$ cat src/rtl/mc_control_fsm.sv
// mc_control_fsm: multicycle control sequencer for the MIPS-subset datapath.
// Memory wait latency, mult/div done handshake with timeout, vectored exceptions.
//
// Ports:
//   clk, reset (async, active-low)
//   opcode, funct        - IR fields, stable from FETCH to the next FETCH
//   zero, overflow       - ALU status flags
//   md_done, div0        - mult/div unit handshake
//   pc_write .. epc_write - datapath mux selects and write enables
//   exc_cause            - cause of the most recent exception (held)
module mc_control_fsm #(
    parameter int          MEM_LAT  = 1,
    parameter int          MD_MAX   = 40,
    parameter logic [7:0]  EXC_BASE = 8'd253
) (
    input  logic       clk,
    input  logic       reset,
    input  logic [5:0] opcode,
    input  logic [5:0] funct,
    input  logic       zero,
    input  logic       overflow,
    input  logic       md_done,
    input  logic       div0,
    output logic       pc_write,
    output logic [1:0] pc_source,
    output logic [1:0] iord,
    output logic       mem_write,
    output logic       ir_write,
    output logic       ab_load,
    output logic       reg_write,
    output logic [1:0] reg_dst,
    output logic [1:0] mem_to_reg,
    output logic       alu_src_a,
    output logic [1:0] alu_src_b,
    output logic [2:0] alu_op,
    output logic       alu_out_load,
    output logic       md_start,
    output logic       md_sel,
    output logic       hilo_write,
    output logic       epc_write,
    output logic [1:0] exc_cause
);

    localparam int CW = (MEM_LAT > 1) ? $clog2(MEM_LAT) : 1;
    localparam int MW = $clog2(MD_MAX);

    // The cause-0 vector must not alias the reset fetch address.
    if (MEM_LAT < 1 || MD_MAX < 2 || EXC_BASE == 8'd0) begin : g_bad_param
        $error("mc_control_fsm: illegal parameter value");
    end

    typedef enum logic [4:0] {
        S_RESET, S_FETCH, S_DECODE, S_R_EX, S_R_WB, S_I_EX, S_I_WB,
        S_ADDR, S_MEM_RD, S_LW_WB, S_MEM_WR, S_BR, S_JMP, S_JR,
        S_MD_START, S_MD_WAIT, S_MD_WB, S_EXC_SAVE, S_EXC_MEM
    } state_t;

    state_t        state, state_n;
    logic [CW-1:0] mem_cnt;
    logic [MW-1:0] md_cnt;
    logic [1:0]    cause_q, cause_n;
    logic          mem_state, mem_last;
    logic          is_div, ovf_chk, taken;

    assign mem_state = (state == S_FETCH) || (state == S_MEM_RD) ||
                       (state == S_MEM_WR) || (state == S_EXC_MEM);
    assign mem_last  = (mem_cnt == CW'(MEM_LAT - 1));
    assign is_div    = (funct == 6'h1A);
    // Only ADD/SUB trap on overflow among the R-type ops.
    assign ovf_chk   = (funct == 6'h20) || (funct == 6'h22);
    assign taken     = (opcode == 6'h04) ? zero : !zero;
    assign exc_cause = cause_q;

    always_ff @(posedge clk or negedge reset) begin
        if (!reset) begin
            state   <= S_RESET;
            mem_cnt <= '0;
            md_cnt  <= '0;
            cause_q <= 2'd0;
        end else begin
            state   <= state_n;
            mem_cnt <= (mem_state && !mem_last) ? mem_cnt + 1'b1 : '0;
            md_cnt  <= (state == S_MD_WAIT) ? md_cnt + 1'b1 : '0;
            if (state_n == S_EXC_SAVE)
                cause_q <= cause_n;
        end
    end

    always_comb begin
        state_n = state;
        cause_n = cause_q;
        unique case (state)
            S_RESET:  state_n = S_FETCH;
            S_FETCH:  if (mem_last) state_n = S_DECODE;
            S_DECODE: begin
                state_n = S_EXC_SAVE;
                cause_n = 2'd0;
                case (opcode)
                    6'h00: case (funct)
                        6'h20, 6'h22, 6'h24, 6'h2A: state_n = S_R_EX;
                        6'h18, 6'h1A:               state_n = S_MD_START;
                        6'h08:                      state_n = S_JR;
                        default:                    state_n = S_EXC_SAVE;
                    endcase
                    6'h08:        state_n = S_I_EX;
                    6'h23, 6'h2B: state_n = S_ADDR;
                    6'h04, 6'h05: state_n = S_BR;
                    6'h02:        state_n = S_JMP;
                    default:      state_n = S_EXC_SAVE;
                endcase
            end
            S_R_EX: state_n = S_R_WB;
            S_R_WB: begin
                state_n = S_FETCH;
                if (ovf_chk && overflow) begin
                    state_n = S_EXC_SAVE;
                    cause_n = 2'd1;
                end
            end
            S_I_EX: state_n = S_I_WB;
            S_I_WB: begin
                state_n = S_FETCH;
                if (overflow) begin
                    state_n = S_EXC_SAVE;
                    cause_n = 2'd1;
                end
            end
            S_ADDR:   state_n = (opcode == 6'h2B) ? S_MEM_WR : S_MEM_RD;
            S_MEM_RD: if (mem_last) state_n = S_LW_WB;
            S_LW_WB:  state_n = S_FETCH;
            S_MEM_WR: if (mem_last) state_n = S_FETCH;
            S_BR, S_JMP, S_JR: state_n = S_FETCH;
            S_MD_START: state_n = S_MD_WAIT;
            S_MD_WAIT: begin
                // done is tested first so it wins a tie with the timeout
                if (md_done) begin
                    if (div0 && is_div) begin
                        state_n = S_EXC_SAVE;
                        cause_n = 2'd2;
                    end else begin
                        state_n = S_MD_WB;
                    end
                end else if (md_cnt == MW'(MD_MAX - 1)) begin
                    state_n = S_EXC_SAVE;
                    cause_n = 2'd3;
                end
            end
            S_MD_WB:    state_n = S_FETCH;
            S_EXC_SAVE: state_n = S_EXC_MEM;
            S_EXC_MEM:  if (mem_last) state_n = S_FETCH;
            default:    state_n = S_RESET;
        endcase
    end

    always_comb begin
        pc_write     = 1'b0;
        pc_source    = 2'd0;
        iord         = 2'd0;
        mem_write    = 1'b0;
        ir_write     = 1'b0;
        ab_load      = 1'b0;
        reg_write    = 1'b0;
        reg_dst      = 2'd0;
        mem_to_reg   = 2'd0;
        alu_src_a    = 1'b0;
        alu_src_b    = 2'd0;
        alu_op       = 3'b000;
        alu_out_load = 1'b0;
        md_start     = 1'b0;
        md_sel       = 1'b0;
        hilo_write   = 1'b0;
        epc_write    = 1'b0;
        unique case (state)
            S_FETCH: begin
                alu_src_b = 2'd1;
                alu_op    = 3'b001;
                ir_write  = mem_last;
                pc_write  = mem_last;
            end
            S_DECODE: begin
                ab_load      = 1'b1;
                alu_out_load = 1'b1;
                alu_src_b    = 2'd3;
                alu_op       = 3'b001;
            end
            S_R_EX: begin
                alu_src_a    = 1'b1;
                alu_out_load = 1'b1;
                case (funct)
                    6'h22:   alu_op = 3'b010;
                    6'h24:   alu_op = 3'b011;
                    6'h2A:   alu_op = 3'b111;
                    default: alu_op = 3'b001;
                endcase
            end
            S_R_WB: begin
                reg_write = !(ovf_chk && overflow);
                reg_dst   = 2'd1;
            end
            S_I_EX, S_ADDR: begin
                alu_src_a    = 1'b1;
                alu_src_b    = 2'd2;
                alu_op       = 3'b001;
                alu_out_load = 1'b1;
            end
            S_I_WB:   reg_write = !overflow;
            S_MEM_RD: iord = 2'd1;
            S_LW_WB: begin
                reg_write  = 1'b1;
                mem_to_reg = 2'd1;
            end
            S_MEM_WR: begin
                iord      = 2'd1;
                mem_write = mem_last;
            end
            S_BR: begin
                alu_src_a = 1'b1;
                alu_op    = 3'b010;
                pc_write  = taken;
                pc_source = 2'd1;
            end
            S_JMP: begin
                pc_write  = 1'b1;
                pc_source = 2'd2;
            end
            S_JR: begin
                pc_write  = 1'b1;
                alu_src_a = 1'b1;
            end
            S_MD_START: begin
                md_start = 1'b1;
                md_sel   = is_div;
            end
            S_MD_WAIT: md_sel = is_div;
            S_MD_WB: begin
                md_sel     = is_div;
                hilo_write = 1'b1;
            end
            S_EXC_SAVE: begin
                epc_write = 1'b1;
                alu_src_b = 2'd1;
                alu_op    = 3'b010;
            end
            S_EXC_MEM: begin
                iord      = 2'd2;
                pc_source = 2'd3;
                pc_write  = mem_last;
            end
            default: ;
        endcase
    end

endmodule

$ cat config.mk
export PLATFORM = sky130hd
export DESIGN_NAME = mc_control_fsm
export DESIGN_NICKNAME = d
export VERILOG_FILES = /design/src/rtl/mc_control_fsm.sv
export SDC_FILE = /design/constraint.sdc
export NUM_CORES = 1
export LEC_CHECK = 0
export ABC_AREA = 1
export CELL_PAD_IN_SITES_DETAIL_PLACEMENT = 1
export CELL_PAD_IN_SITES_GLOBAL_PLACEMENT = 2
export CORE_AREA = 2 2 91 84
export CTS_CLUSTER_SIZE = 8
export DETAILED_ROUTE_END_ITERATION = 8
export DIE_AREA = 0 0 93 86
export PLACE_DENSITY_LB_ADDON = 0.1
export SETUP_SLACK_MARGIN = 0.15
export SYNTH_ARGS = -nofsm -noshare
export SYNTH_HDL_FRONTEND = slang
export SYNTH_SLANG_ARGS = --single-unit
$ cat constraint.sdc
create_clock -name clk -period 1.6 [get_ports clk]
set_input_delay 0.48 -clock clk [delete_from_list [all_inputs] [get_ports clk]]
set_output_delay 0.48 -clock clk [all_outputs]
set_load 0.005 [all_outputs]
; Yosys cells after proc, flatten, opt, wreduce, memory -nomap -nowiden
; Index checks and enable logic that the tools add are counted.
[op_classes]
n_addsub = 2
multipliers = 0
n_div = 0
magnitude_cmp = 0
eq_ne = 37
n_shift = 0
muxes = 39
n_bitwise = 1
reduce_logical = 30
[op_table]
columns = op, count
row1 = case mux 5 bit (13 select lines), 1
row2 = "equality test 6 bit, second input constant", 7
row3 = "equality test 5 x 4 -> 1 bit, second input constant", 8
row4 = 2-to-1 mux 5 bit, 7
row5 = case mux 5 bit (5 select lines), 1
row6 = "equality test 5 x 3 -> 1 bit, second input constant", 4
row7 = "equality test 5 bit, second input constant", 4
row8 = OR reduction 2 bit, 10
row9 = case mux 3 bit (3 select lines), 2
row10 = case mux 5 bit (3 select lines), 1
row11 = 2-to-1 mux 1 bit, 14
row12 = "equality test 6 x 3 -> 1 bit, second input constant", 2
row13 = "equality test 6 x 4 -> 1 bit, second input constant", 2
row14 = "equality test 6 x 5 -> 1 bit, second input constant", 2
row15 = 2-to-1 mux 2 bit, 6
row16 = case mux 2 bit (3 select lines), 2
row17 = OR reduction 4 bit, 3
row18 = "equality test 5 x 2 -> 1 bit, second input constant", 2
row19 = case mux 2 bit (4 select lines), 1
row20 = "adder 6 x 1 -> 6 bit, second input constant", 1
row21 = "equality test 6 x 2 -> 1 bit, second input constant", 1
row22 = logical NOT 6 bit, 1
row23 = 2-to-1 mux 6 bit, 1
row24 = "inequality test 3 x 2 -> 1 bit, second input constant", 2
row25 = 15 further kinds, 24
[word_totals]
regBits = 14
latchBits = 0
ramBits = 0
rom_bits = 0
in_bits = 18
out_inout_bits = 26
elab_cells = 113
memories = 0

; Depth between registers and ports, before layout
[depth]
word_depth = 7
depth_mapped = 12
depth_no_buf = 12

; Worst setup path after synthesis
; Ideal clock, no wire load.
[synth_timing]
kind = reg2out
startpoint = register state[3]
endpoint = output port pc_write
arrival_time_ns = 1.260
required_time_ns = 1.120
slack_ns = -0.140
path_stages_with_launch = 8
n_path_buf = 0
cell_sequence = dfrtp_1 -> nor2_2 -> inv_1 -> nor2_1 -> nand2_1 -> nor2_1 -> nor2_1 -> o211ai_1
[synth_between]
elab_chain_len = 3
word_cells_on_any_way = 8
classes_between = eq/ne: 5 / mux: 1 / reduce/logical: 2
[synth_lines]
columns = item, line
row1 = "start, declared", 58  ; state_t state, state_n;
row2 = "start signal, assigned", 81  ; state <= state_n;
row3 = equality test 5 x 1 -> 1 bit (tied with other cells), 173  ; unique case (state)
row4 = OR reduction 2 bit (no line), -
row5 = case mux 1 bit (3 select lines) *, 173
row6 = "end, declared", 24  ; output logic pc_write,
; Mark *: on every way between the ends. The rest lies on a longest branch, timed or not.

; Worst setup path in the final report
[layout_timing]
startpoint = register state[1]
endpoint = output port md_sel
[layout_between]
elab_chain_len = 3
word_cells_on_any_way = 5
classes_between = eq/ne: 3 / mux: 1 / reduce/logical: 1
[layout_lines]
columns = item, line
row1 = equality test 5 x 4 -> 1 bit / equality test 5 bit (equally long branches), 173
row2 = OR reduction 3 bit (no line) *, -
row3 = 2-to-1 mux 1 bit *, 173
row4 = "end, declared", 38  ; output logic md_sel,
; Marked as above.

==> results.sh <==
export IMPL_clk_pin_slew_ns=0.07
export IMPL_rsz0062_at_grt="true"
export IMPL_tns_ns=-11.71
export IMPL_reg2reg_slack_ns=-0.45
export IMPL_p_switching_mw=1.950
export IMPL_path_class="flop to output port"
export IMPL_root_buffer="clkbuf_8"
export IMPL_finalCriticalPeriod_ns=2.188
export IMPL_syn_inst=238
export IMPL_holdWs_ns=0.4449
export IMPL_cts_hold_fix_buffers=0
export IMPL_min_period_over_period_pct=136.8
export IMPL_yosysWarnings=0
export IMPL_ios=44
export IMPL_die_area_um2=7998
export IMPL_finalPower_mw=4.603
export IMPL_dp_hpwl_um=5097
export IMPL_clock_path_buffers=2
export IMPL_maxSlewViolCount=0
export IMPL_syn_avg_cell_area_um2=6.072
export IMPL_drive_gt1_share_pct=70.28
export IMPL_h_tree_depth=1
export IMPL_place_gp_congestion=0.8952
export IMPL_die_h_um=86
export IMPL_cpPeakStageDelay_ns=0.47
export IMPL_violations="negative setup slack"
export IMPL_crit_path_top_delay_cell="dfrtp_2"
export IMPL_nets=454
export IMPL_critPathCaptureType="output port"
export IMPL_grt_pass1_vias=2535
export IMPL_ir_worst_vdd_v=0.0004676
export IMPL_layout_commonest_cell="buf_4"
export IMPL_internal_power_mw=2.653
export IMPL_hold_start="md_cnt[3]$_DFF_PN0_"
export IMPL_layout_common_cells="buf_4, buf_6, nand2_1"
export IMPL_fillers=845
export IMPL_place_ws_ns=-1.168
export IMPL_drc=0
export IMPL_setup_viol=29
export IMPL_seqPwrFrac_pct=11.5
export IMPL_portBuffers=41
export IMPL_synth_cell_type_count=30
export IMPL_fin_worst_skew_ns=0.008306
export IMPL_drtAntennaViolNets=0
export IMPL_synth_seq_area_share_pct=24.24
export IMPL_cp_cell_sequence="buf_6 > buf_6 > nor4_4 > buf_4 > buf_6 > o31ai_2 > inv_1 > buf_2"
export IMPL_grt_first_pass_wirelength_um=12730
export IMPL_ys_ff_latch=14
export IMPL_die_w_um=93
export IMPL_n_antenna_cell=0
export IMPL_syn_area_um2=1445
export IMPL_wirelength_um=8688
export IMPL_cp_required_ns=1.12
export IMPL_start_util_pct=20.74
export IMPL_tritoncts="yes"
export IMPL_timing_final_ws_setup_ns=-0.5883
export IMPL_antenna_found_initial=0
export IMPL_cts_sinks=14
export IMPL_drtPass1Iterations=4
export IMPL_final_util_pct=54.24
export IMPL_wl_per_cell_um=16.49
export IMPL_outcome="finished with violations"
export IMPL_grt_usage_pct=20.49
export IMPL_max_freq_mhz=457.0
export IMPL_pwr_share_comb_pct=80.6
export IMPL_powerDensity_nw_per_um2=1218
export IMPL_crit_fanout=5
export IMPL_min_path_type="flop to flop"
export IMPL_cp_start_kind="flop"
export IMPL_drv_cap=0
export IMPL_grt_ovfl_total=0
export IMPL_via_per_inst=4.438
export IMPL_r2r_start="state[1]$_DFF_PN0_"
export IMPL_grt_max_degree=15
export IMPL_coreArea_um2=6967
export IMPL_p_sw_share_pct=42.36
export IMPL_clock_latency_ns=0.25
export IMPL_cts_buffers=3
export IMPL_path_delay_family="buffers and inverters"
export IMPL_vias=2339
export IMPL_crit_arrival_ns=1.71
export IMPL_pwr_share_clk_pct=7.9
export IMPL_path_common_cell="buf_6"
export IMPL_rows=29
export IMPL_critPathBufInv=6
export IMPL_startpoint="state[1]$_DFF_PN0_"
export IMPL_drtIter0Drc=64
export IMPL_timing_hold_violations_final=0
export IMPL_area_delta_synth_final_pct=161.5
export IMPL_p_leak_nw=1.965
==> metrics by stage <==
step	area, um2	instances
final	3779	527
after global routing	3779	527
after CTS	3503	511
after detailed placement	2645	454
after global placement	2645	454
after floorplan	1525	240
==> what timing repair did <==
item	in CTS	in global routing
setup endpoints to repair	31	34
resized for setup	254	45
endpoints found under the hold margin	0	0
pin swaps	40	20
gates cloned	0	0
buffers inserted	53	16
==> cells in the mapped netlist <==
master / number / area, um2
nor2_2: 4 / 25.02
inv_2: 7 / 26.28
nand2_1: 49 / 183.9
dfrtp_1: 14 / 350.3
o21ai_1: 1 / 5.000
nor2_8: 2 / 40.04
ha_1: 1 / 12.51
inv_1: 32 / 120.1
a31oi_1: 3 / 18.77
o31ai_1: 1 / 7.510
o211ai_1: 3 / 22.52
conb_1: 1 / 3.750
a211oi_1: 1 / 7.510
nand2_4: 2 / 22.52
nand3_1: 27 / 135.1
or2_2: 1 / 6.260
nor2_4: 4 / 45.04
buf_4: 4 / 30.03
nand2_2: 5 / 31.28
nand3b_2: 1 / 11.26
nand3_2: 2 / 20.02
a21oi_1: 4 / 20.02
nor3_1: 5 / 25.02
a221oi_1: 1 / 8.760
nand3b_1: 1 / 7.510
nor2_1: 47 / 176.4
and3_1: 1 / 6.260
o21ai_0: 9 / 45.04
nand4_1: 3 / 18.77
nor4_1: 2 / 12.51
==> power groups by stage <==
stage / clock network [mW] / logic, mW / registers [mW]
final: 0.362 / 3.71 / 0.529
after detailed placement: 0 / 2.04 / 0.542
after CTS: 0.369 / 3.19 / 0.535
after global placement: 0 / 2.03 / 0.540
after floorplan: 0 / 0.941 / 0.476
after global routing: 0.386 / 3.92 / 0.535
==> final cells by class <==
class                      count  area (um2)  area share (%)
tap                           93       116.4           3.079
clock buffer                   4       55.05           1.457
timing repair buffer         194        1695           44.87
inverter                      39       173.9           4.603
sequential                    14       356.6           9.437
multi-input combinational    183        1381           36.56
==> cells by family after synthesis <==
logic type,synth area share (%)
adders and majority gates,0.8657
buffers and inverters,12.21
other,0.2595
and+or+nand+nor,53.07
AOI/OAI and AO/OA,9.351
DFF,24.24
==> metal layers <==
layer	routed length, um	up-vias	global-route usage, %	share of wire (%)
met5	0	-	0	0
met3	285	12	3.339	3.3
met1	3619	1126	24.52	42
met2	4639	52	37.94	53
met4	144	0	5.348	1.7
li1	-	1149	-	-
==> state kept, by name (all words and copies together), names as in the netlist <==
name       flops
md_cnt         6
state          5
mem_cnt        1
exc_cause      2
==> final timing paths <==
path	to	cells after the start
min	md_cnt[4]$_DFF_PN0_	1
max reg2reg	exc_cause[0]$_DFFE_PN0P_	15
min reg2reg	md_cnt[4]$_DFF_PN0_	1
max in group asynchronous	state[4]$_DFF_PN0_	2
min in group asynchronous	mem_cnt$_DFF_PN0_	2
max	md_sel	8
Power figures use the tool's default switching activity.
